$ cat src/rtl/ld_use_stall_ctrl_pkg.sv
// Shared state codes and defaults for the load-use stall / D-cache freeze controller.
// Optional perf counters in the top are enabled by the LD_USE_PERF_CNT_EN macro.
package ld_use_stall_ctrl_pkg;

    localparam int LDU_STATE_WIDTH = 2;

    typedef enum logic [LDU_STATE_WIDTH-1:0] {
        LDU_ST_RUN     = 2'd0,
        LDU_ST_BUBBLE  = 2'd1,
        LDU_ST_MEMWAIT = 2'd2,
        LDU_ST_ILLEGAL = 2'd3
    } ldu_state_e;

    localparam int LDU_TIMEOUT_LIMIT_DEFAULT = 200;

endpackage

$ cat src/rtl/ldu_src_match.sv
// Three-source comparator: flags a decode instruction that reads the rd of a load
// sitting in EX. Register x0 never matches.
module ldu_src_match #(
    parameter int RF_ADDR_WIDTH = 5
) (
    input  logic [RF_ADDR_WIDTH-1:0] rs1_addr,
    input  logic [RF_ADDR_WIDTH-1:0] rs2_addr,
    input  logic [RF_ADDR_WIDTH-1:0] rs3_addr,
    input  logic [2:0]               rs_used,
    input  logic                     id_valid,
    input  logic [RF_ADDR_WIDTH-1:0] rd_addr,
    input  logic                     ld_en,
    input  logic                     ex_valid,
    output logic                     lu_hit
);

    logic [2:0] src_hit;

    always_comb begin
        src_hit[0] = rs_used[0] & (rs1_addr == rd_addr);
        src_hit[1] = rs_used[1] & (rs2_addr == rd_addr);
        src_hit[2] = rs_used[2] & (rs3_addr == rd_addr);
        lu_hit     = id_valid & ex_valid & ld_en & (rd_addr != '0) & (|src_hit);
    end

endmodule

$ cat src/rtl/ld_use_stall_ctrl.sv
// Load-use bubble insertion and D-cache miss freeze with a sticky wait timeout.
// Define LD_USE_PERF_CNT_EN to add the Perf_LuStallCnt / Perf_MemWaitCnt counters.
module ld_use_stall_ctrl
    import ld_use_stall_ctrl_pkg::*;
#(
    parameter int RF_ADDR_WIDTH = 5,
    parameter int TIMEOUT_W     = 8,
    parameter int TIMEOUT_LIMIT = LDU_TIMEOUT_LIMIT_DEFAULT
) (
    input  logic                       clk,
    input  logic                       rst,
    input  logic [RF_ADDR_WIDTH-1:0]   ID_Rs1Addr,
    input  logic [RF_ADDR_WIDTH-1:0]   ID_Rs2Addr,
    input  logic [RF_ADDR_WIDTH-1:0]   ID_Rs3Addr,
    input  logic [2:0]                 ID_RsUsed,
    input  logic                       ID_Valid,
    input  logic [RF_ADDR_WIDTH-1:0]   IDEX_RdAddr,
    input  logic                       IDEX_LdEN,
    input  logic                       IDEX_Valid,
    input  logic                       Mem_LdEN,
    input  logic                       Dcache_Ready,
    output logic                       Ctrl_PcHold,
    output logic                       Ctrl_IFIDHold,
    output logic                       Ctrl_IDEXFlush,
    output logic                       Ctrl_PipeFreeze,
    output logic                       Ctrl_MemTimeout,
`ifdef LD_USE_PERF_CNT_EN
    output logic [31:0]                Perf_LuStallCnt,
    output logic [31:0]                Perf_MemWaitCnt,
`endif
    output logic [LDU_STATE_WIDTH-1:0] Ctrl_State
);

    ldu_state_e           state_q, state_d;
    logic [TIMEOUT_W-1:0] wait_cnt_q, wait_cnt_d;
    logic                 timeout_q;
    logic                 lu_hit;
    logic                 miss;
    logic                 pc_hold, ifid_hold, idex_flush, pipe_freeze;

    ldu_src_match #(.RF_ADDR_WIDTH(RF_ADDR_WIDTH)) u_src_match (
        .rs1_addr (ID_Rs1Addr),
        .rs2_addr (ID_Rs2Addr),
        .rs3_addr (ID_Rs3Addr),
        .rs_used  (ID_RsUsed),
        .id_valid (ID_Valid),
        .rd_addr  (IDEX_RdAddr),
        .ld_en    (IDEX_LdEN),
        .ex_valid (IDEX_Valid),
        .lu_hit   (lu_hit)
    );

    assign miss = Mem_LdEN & ~Dcache_Ready;

    always_ff @(posedge clk or posedge rst) begin
        if (rst) begin
            state_q    <= LDU_ST_RUN;
            wait_cnt_q <= '0;
            timeout_q  <= 1'b0;
        end else begin
            state_q    <= state_d;
            wait_cnt_q <= wait_cnt_d;
            if (wait_cnt_d >= TIMEOUT_W'(TIMEOUT_LIMIT))
                timeout_q <= 1'b1;
        end
    end

    // Freeze outranks load-use: a miss in RUN/BUBBLE never also flushes.
    always_comb begin
        state_d     = state_q;
        wait_cnt_d  = wait_cnt_q;
        pc_hold     = 1'b0;
        ifid_hold   = 1'b0;
        idex_flush  = 1'b0;
        pipe_freeze = 1'b0;
        case (state_q)
            LDU_ST_RUN, LDU_ST_BUBBLE: begin
                if (miss) begin
                    pipe_freeze = 1'b1;
                    pc_hold     = 1'b1;
                    state_d     = LDU_ST_MEMWAIT;
                    wait_cnt_d  = TIMEOUT_W'(1);
                end else if (lu_hit) begin
                    pc_hold    = 1'b1;
                    ifid_hold  = 1'b1;
                    idex_flush = 1'b1;
                    state_d    = LDU_ST_BUBBLE;
                end else begin
                    state_d = LDU_ST_RUN;
                end
            end
            LDU_ST_MEMWAIT: begin
                if (!Dcache_Ready) begin
                    pipe_freeze = 1'b1;
                    pc_hold     = 1'b1;
                    if (wait_cnt_q != '1)
                        wait_cnt_d = wait_cnt_q + 1'b1;
                end else begin
                    // Data returns this cycle; releasing the freeze lets EX take the forward.
                    state_d    = LDU_ST_RUN;
                    wait_cnt_d = '0;
                end
            end
            default: begin
                state_d    = LDU_ST_RUN;
                wait_cnt_d = '0;
            end
        endcase
    end

    assign Ctrl_PcHold     = pc_hold & ~rst;
    assign Ctrl_IFIDHold   = ifid_hold & ~rst;
    assign Ctrl_IDEXFlush  = idex_flush & ~rst;
    assign Ctrl_PipeFreeze = pipe_freeze & ~rst;
    assign Ctrl_MemTimeout = timeout_q;
    assign Ctrl_State      = state_q;

`ifdef LD_USE_PERF_CNT_EN
    always_ff @(posedge clk or posedge rst) begin
        if (rst) begin
            Perf_LuStallCnt <= '0;
            Perf_MemWaitCnt <= '0;
        end else begin
            if (idex_flush)
                Perf_LuStallCnt <= Perf_LuStallCnt + 32'd1;
            if (pipe_freeze)
                Perf_MemWaitCnt <= Perf_MemWaitCnt + 32'd1;
        end
    end
`endif

endmodule
$ cat config.mk
export PLATFORM = sky130hd
export DESIGN_NAME = ld_use_stall_ctrl
export DESIGN_NICKNAME = d
export VERILOG_FILES = /design/src/rtl/ld_use_stall_ctrl_pkg.sv /design/src/rtl/ldu_src_match.sv /design/src/rtl/ld_use_stall_ctrl.sv
export SDC_FILE = /design/constraint.sdc
export NUM_CORES = 1
export LEC_CHECK = 0
export CORE_UTILIZATION = 40
export DETAILED_ROUTE_END_ITERATION = 8
export PLACE_DENSITY_LB_ADDON = 0.2
export SLEW_MARGIN = 20
export SYNTH_ARGS = -nofsm -noshare
export SYNTH_HDL_FRONTEND = slang
export SYNTH_SLANG_ARGS = --single-unit
$ cat constraint.sdc
create_clock -name clk -period 2.9 [get_ports clk]
set_input_delay 0.725 -clock clk [delete_from_list [all_inputs] [get_ports clk]]
set_output_delay 0.725 -clock clk [all_outputs]
set_load 0.005 [all_outputs]
==> results_dict.tcl <==
set metrics [dict create \
    status "finished, final reports clean" \
    firstDrtPassIters 4 \
    clk_pin_slew_ps 60 \
    top_usage_layer "met2" \
    diodes 0 \
    nFillCells 180 \
    grt.total_usage_pct 22.59 \
    hold_class "reg2reg" \
    synth.top_cell.area_share_pct 33.33 \
    max_freq_mhz 351.9 \
    yosysUniqueCellTypes 35 \
    postCtsHoldBufs 0 \
    die_h_um 47.44 \
    placementRows 16 \
    die_x_um 47.44 \
    nets 170 \
    place_congestion 0.8054 \
    worst_setup_path_start_kind "input pin" \
    synth_top_cell_by_area "dfrtp_1" \
    utilization_pct 67.91 \
    start_util_pct 42.53 \
    grtUsageMet3_pct 5.660 \
    slew-limit-headroom_pct 72.94 \
    clockRootBuffer "clkbuf_4" \
    synthTopCellsByCount "12 x xor2_1, 11 x dfrtp_1, 6 x nand3_1" \
    netlist_instances 92 \
    wl_per_cell_um 14.10 \
    clockBufferDepth 2 \
    grt_use_met1_pct 28.84 \
    cp.depth 7 \
    viasPerCell 5.382 \
    drtAntennaViolNets 0 \
    drive_above_1_share_pct 25.36 \
    ys_seq_elements 11 \
    final_hold_viol_count 0 \
    ys_warn_count 0 \
    dr.first_iter.drc_count 10 \
    routed_wirelength_mm 2.327 \
    drc 0 \
    p_leak_nw 0.6250 \
    grt_pass1_wl_mm 3.512 \
    cpPeakStageDelay_ps 300 \
    endpoint_kind "output pin" \
    core_mm2 0.001942 \
    critical-path-slowest-cell "o41ai_2" \
    syn2layout_area_growth_pct 59.70 \
    clock_insertion_delay_worst_skew_ps 260 \
    grt-ovfl-total 0 \
    ys.flop_type "dfrtp_1" \
    port_buffers 36 \
    path_max_fanout 3 \
    drv_cap 0 \
    htreeDepth 1 \
    crit_buf_inv 2 \
    cts_buffers 3 \
    cts_tree "done" \
    worst_pin_slew_ps 404.2 \
    synthArstFlopShare_pct 100.0 \
    grt_util_met2_pct 38.36 \
    seq_area_um2 275.3 \
    synth_nets 123 \
    synth.area.top_cells "dfrtp_1 33%, xor2_1 13%, xnor2_1 4.2%" \
    vias 888 \
    hold_depth 1 \
    critPathArrivalTime_ps 2120 \
    ir_worst_vdd_mv 0.3286 \
    netlist_area_um2 825.8 \
    grt_start_max_net_pins 12 \
    dpl.cell_count 160 \
    dp.final_hpwl_mm 1.903 \
    fin_skew_ps 4.756 \
    ys_seq_area_share_pct 33.33 \
    maxSlewViolCount 0 \
    synth_edf_count 0 \
    first_global_vias 788 \
    path_delay_family "simple AND/OR/NAND/NOR gates" \
    setup_viol 0 \
    p_per_area_mw_per_mm2 296.0 \
    period_minus_slack_ps 2842 \
    avgSynthCellArea_um2 8.976 \
    period_share_pct 97.99 \
    reg2reg_depth 6 \
    critical_path_class "in2out" \
    clock-sinks 11 \
    dieArea_mm2 0.002250 \
    synth.most_common_cell "xor2_1" \
    ios 37 \
    finalNonFillerCells 165 \
    crit_required_ps 2170 \
    grt_antenna_before_repair 0 \
    worstPathCellList "clkdlybuf4s15_1, xor2_1, nor4_2, nand3_1, and3_4, o41ai_2, buf_2" \
    multi_input_area_um2 583.1 \
]
routing by layer:
layer | vias to the layer above | routed length (µm)
met4 | 0 | 34
met2 | 25 | 1242
met3 | 4 | 79
li1 | 437 | -
met1 | 422 | 972
met5 | - | 0
kinds of logic after synthesis:
logic type | synth area share, %
flops | 33.33
buf+inv | 4.395
compound gates | 22.42
xor+xnor | 16.97
simple gates | 21.36
fa+ha+maj | 1.515
placed cells by master, fill, tap and decap left out, types with 2 or more instances in the layout:
cell type / n
buf_4: 8
nand3_1: 6
a31oi_1: 4
a21o_1: 2
a21oi_1: 4
nand2_1: 5
clkbuf_4: 3
dfrtp_1: 11
o21ai_0: 3
buf_2: 4
clkdlybuf4s50_1: 14
dlymetal6s2s_1: 5
clkdlybuf4s15_1: 3
clkbuf_2: 8
xnor2_1: 4
nor2_1: 3
nor3_1: 2
inv_1: 5
dlygate4sd2_1: 2
xor2_1: 11
and3_1: 2
nor4_2: 2
nand2b_1: 2
power breakdown:
part | leakage [nW] | switching [mW] | internal [mW]
combinational | 0.460 | 0.0527 | 0.0671
clock | 0.0150 | 0.0489 | 0.0532
sequential | 0.150 | 0.00860 | 0.160
cell type report:
cell class	instances	area share (%)
repair buffers	45	28.94
clock buffers	4	1.992
well taps	27	2.562
flip-flops and latches	11	20.87
multi-input cells	73	44.21
inverters	5	1.423
final timing paths:
path / startpoint / to / slack [ps]
hold / removal: Ctrl_MemTimeout$_DFFE_PP0P_ / Ctrl_MemTimeout$_DFFE_PP0P_ / 560
setup reg to reg: wait_cnt_q[0]$_DFF_PP0_ / Ctrl_MemTimeout$_DFFE_PP0P_ / 970
max in group asynchronous: rst / Ctrl_MemTimeout$_DFFE_PP0P_ / 1860
setup / recovery: ID_Rs3Addr[1] / Ctrl_PcHold / 60
min in group asynchronous: rst / Ctrl_State[1]$_DFFE_PP0P_ / 890
hold reg to reg: Ctrl_MemTimeout$_DFFE_PP0P_ / Ctrl_MemTimeout$_DFFE_PP0P_ / 560
stage by stage:
stage | hold slack [ps] | TNS, ps | setup WS, ps | instance area (µm²) | total power [mW]
global placement | 531.9 | -2050 | -684.5 | 1262 | 0.2859
detailed placement | 547.7 | -2415 | -815.3 | 1262 | 0.2897
CTS | 562.8 | 0 | 4.510 | 1306 | 0.3918
finish | 556.8 | 0 | 58.27 | 1319 | 0.3903
global route | 581.4 | -60.34 | -44.28 | 1319 | 0.4160
floorplan | 504.5 | 0 | 243.0 | 825.8 | 0.2174
what timing repair did:
| item | in CTS | in global routing |
|---|---|---|
| endpoints found under the setup margin | 3 | 4 |
| buffers inserted | 0 | 1 |
| gates resized for setup | 34 | 30 |
| pin swaps | 10 | 10 |
registers in the layout, summed over array words and instances (netlist names):
name	count
Ctrl_MemTimeout	1
Ctrl_State	2
wait_cnt_q	8
worst reg2reg max path, stage by stage, from the launching register on:
cell and delay (ps):
dfrtp_1 420, ha_1 240, and2_1 230, a31oi_2 250, o21ai_1 80, a22o_1 220
o41a_1 360
(Power assumes the default switching activity.)
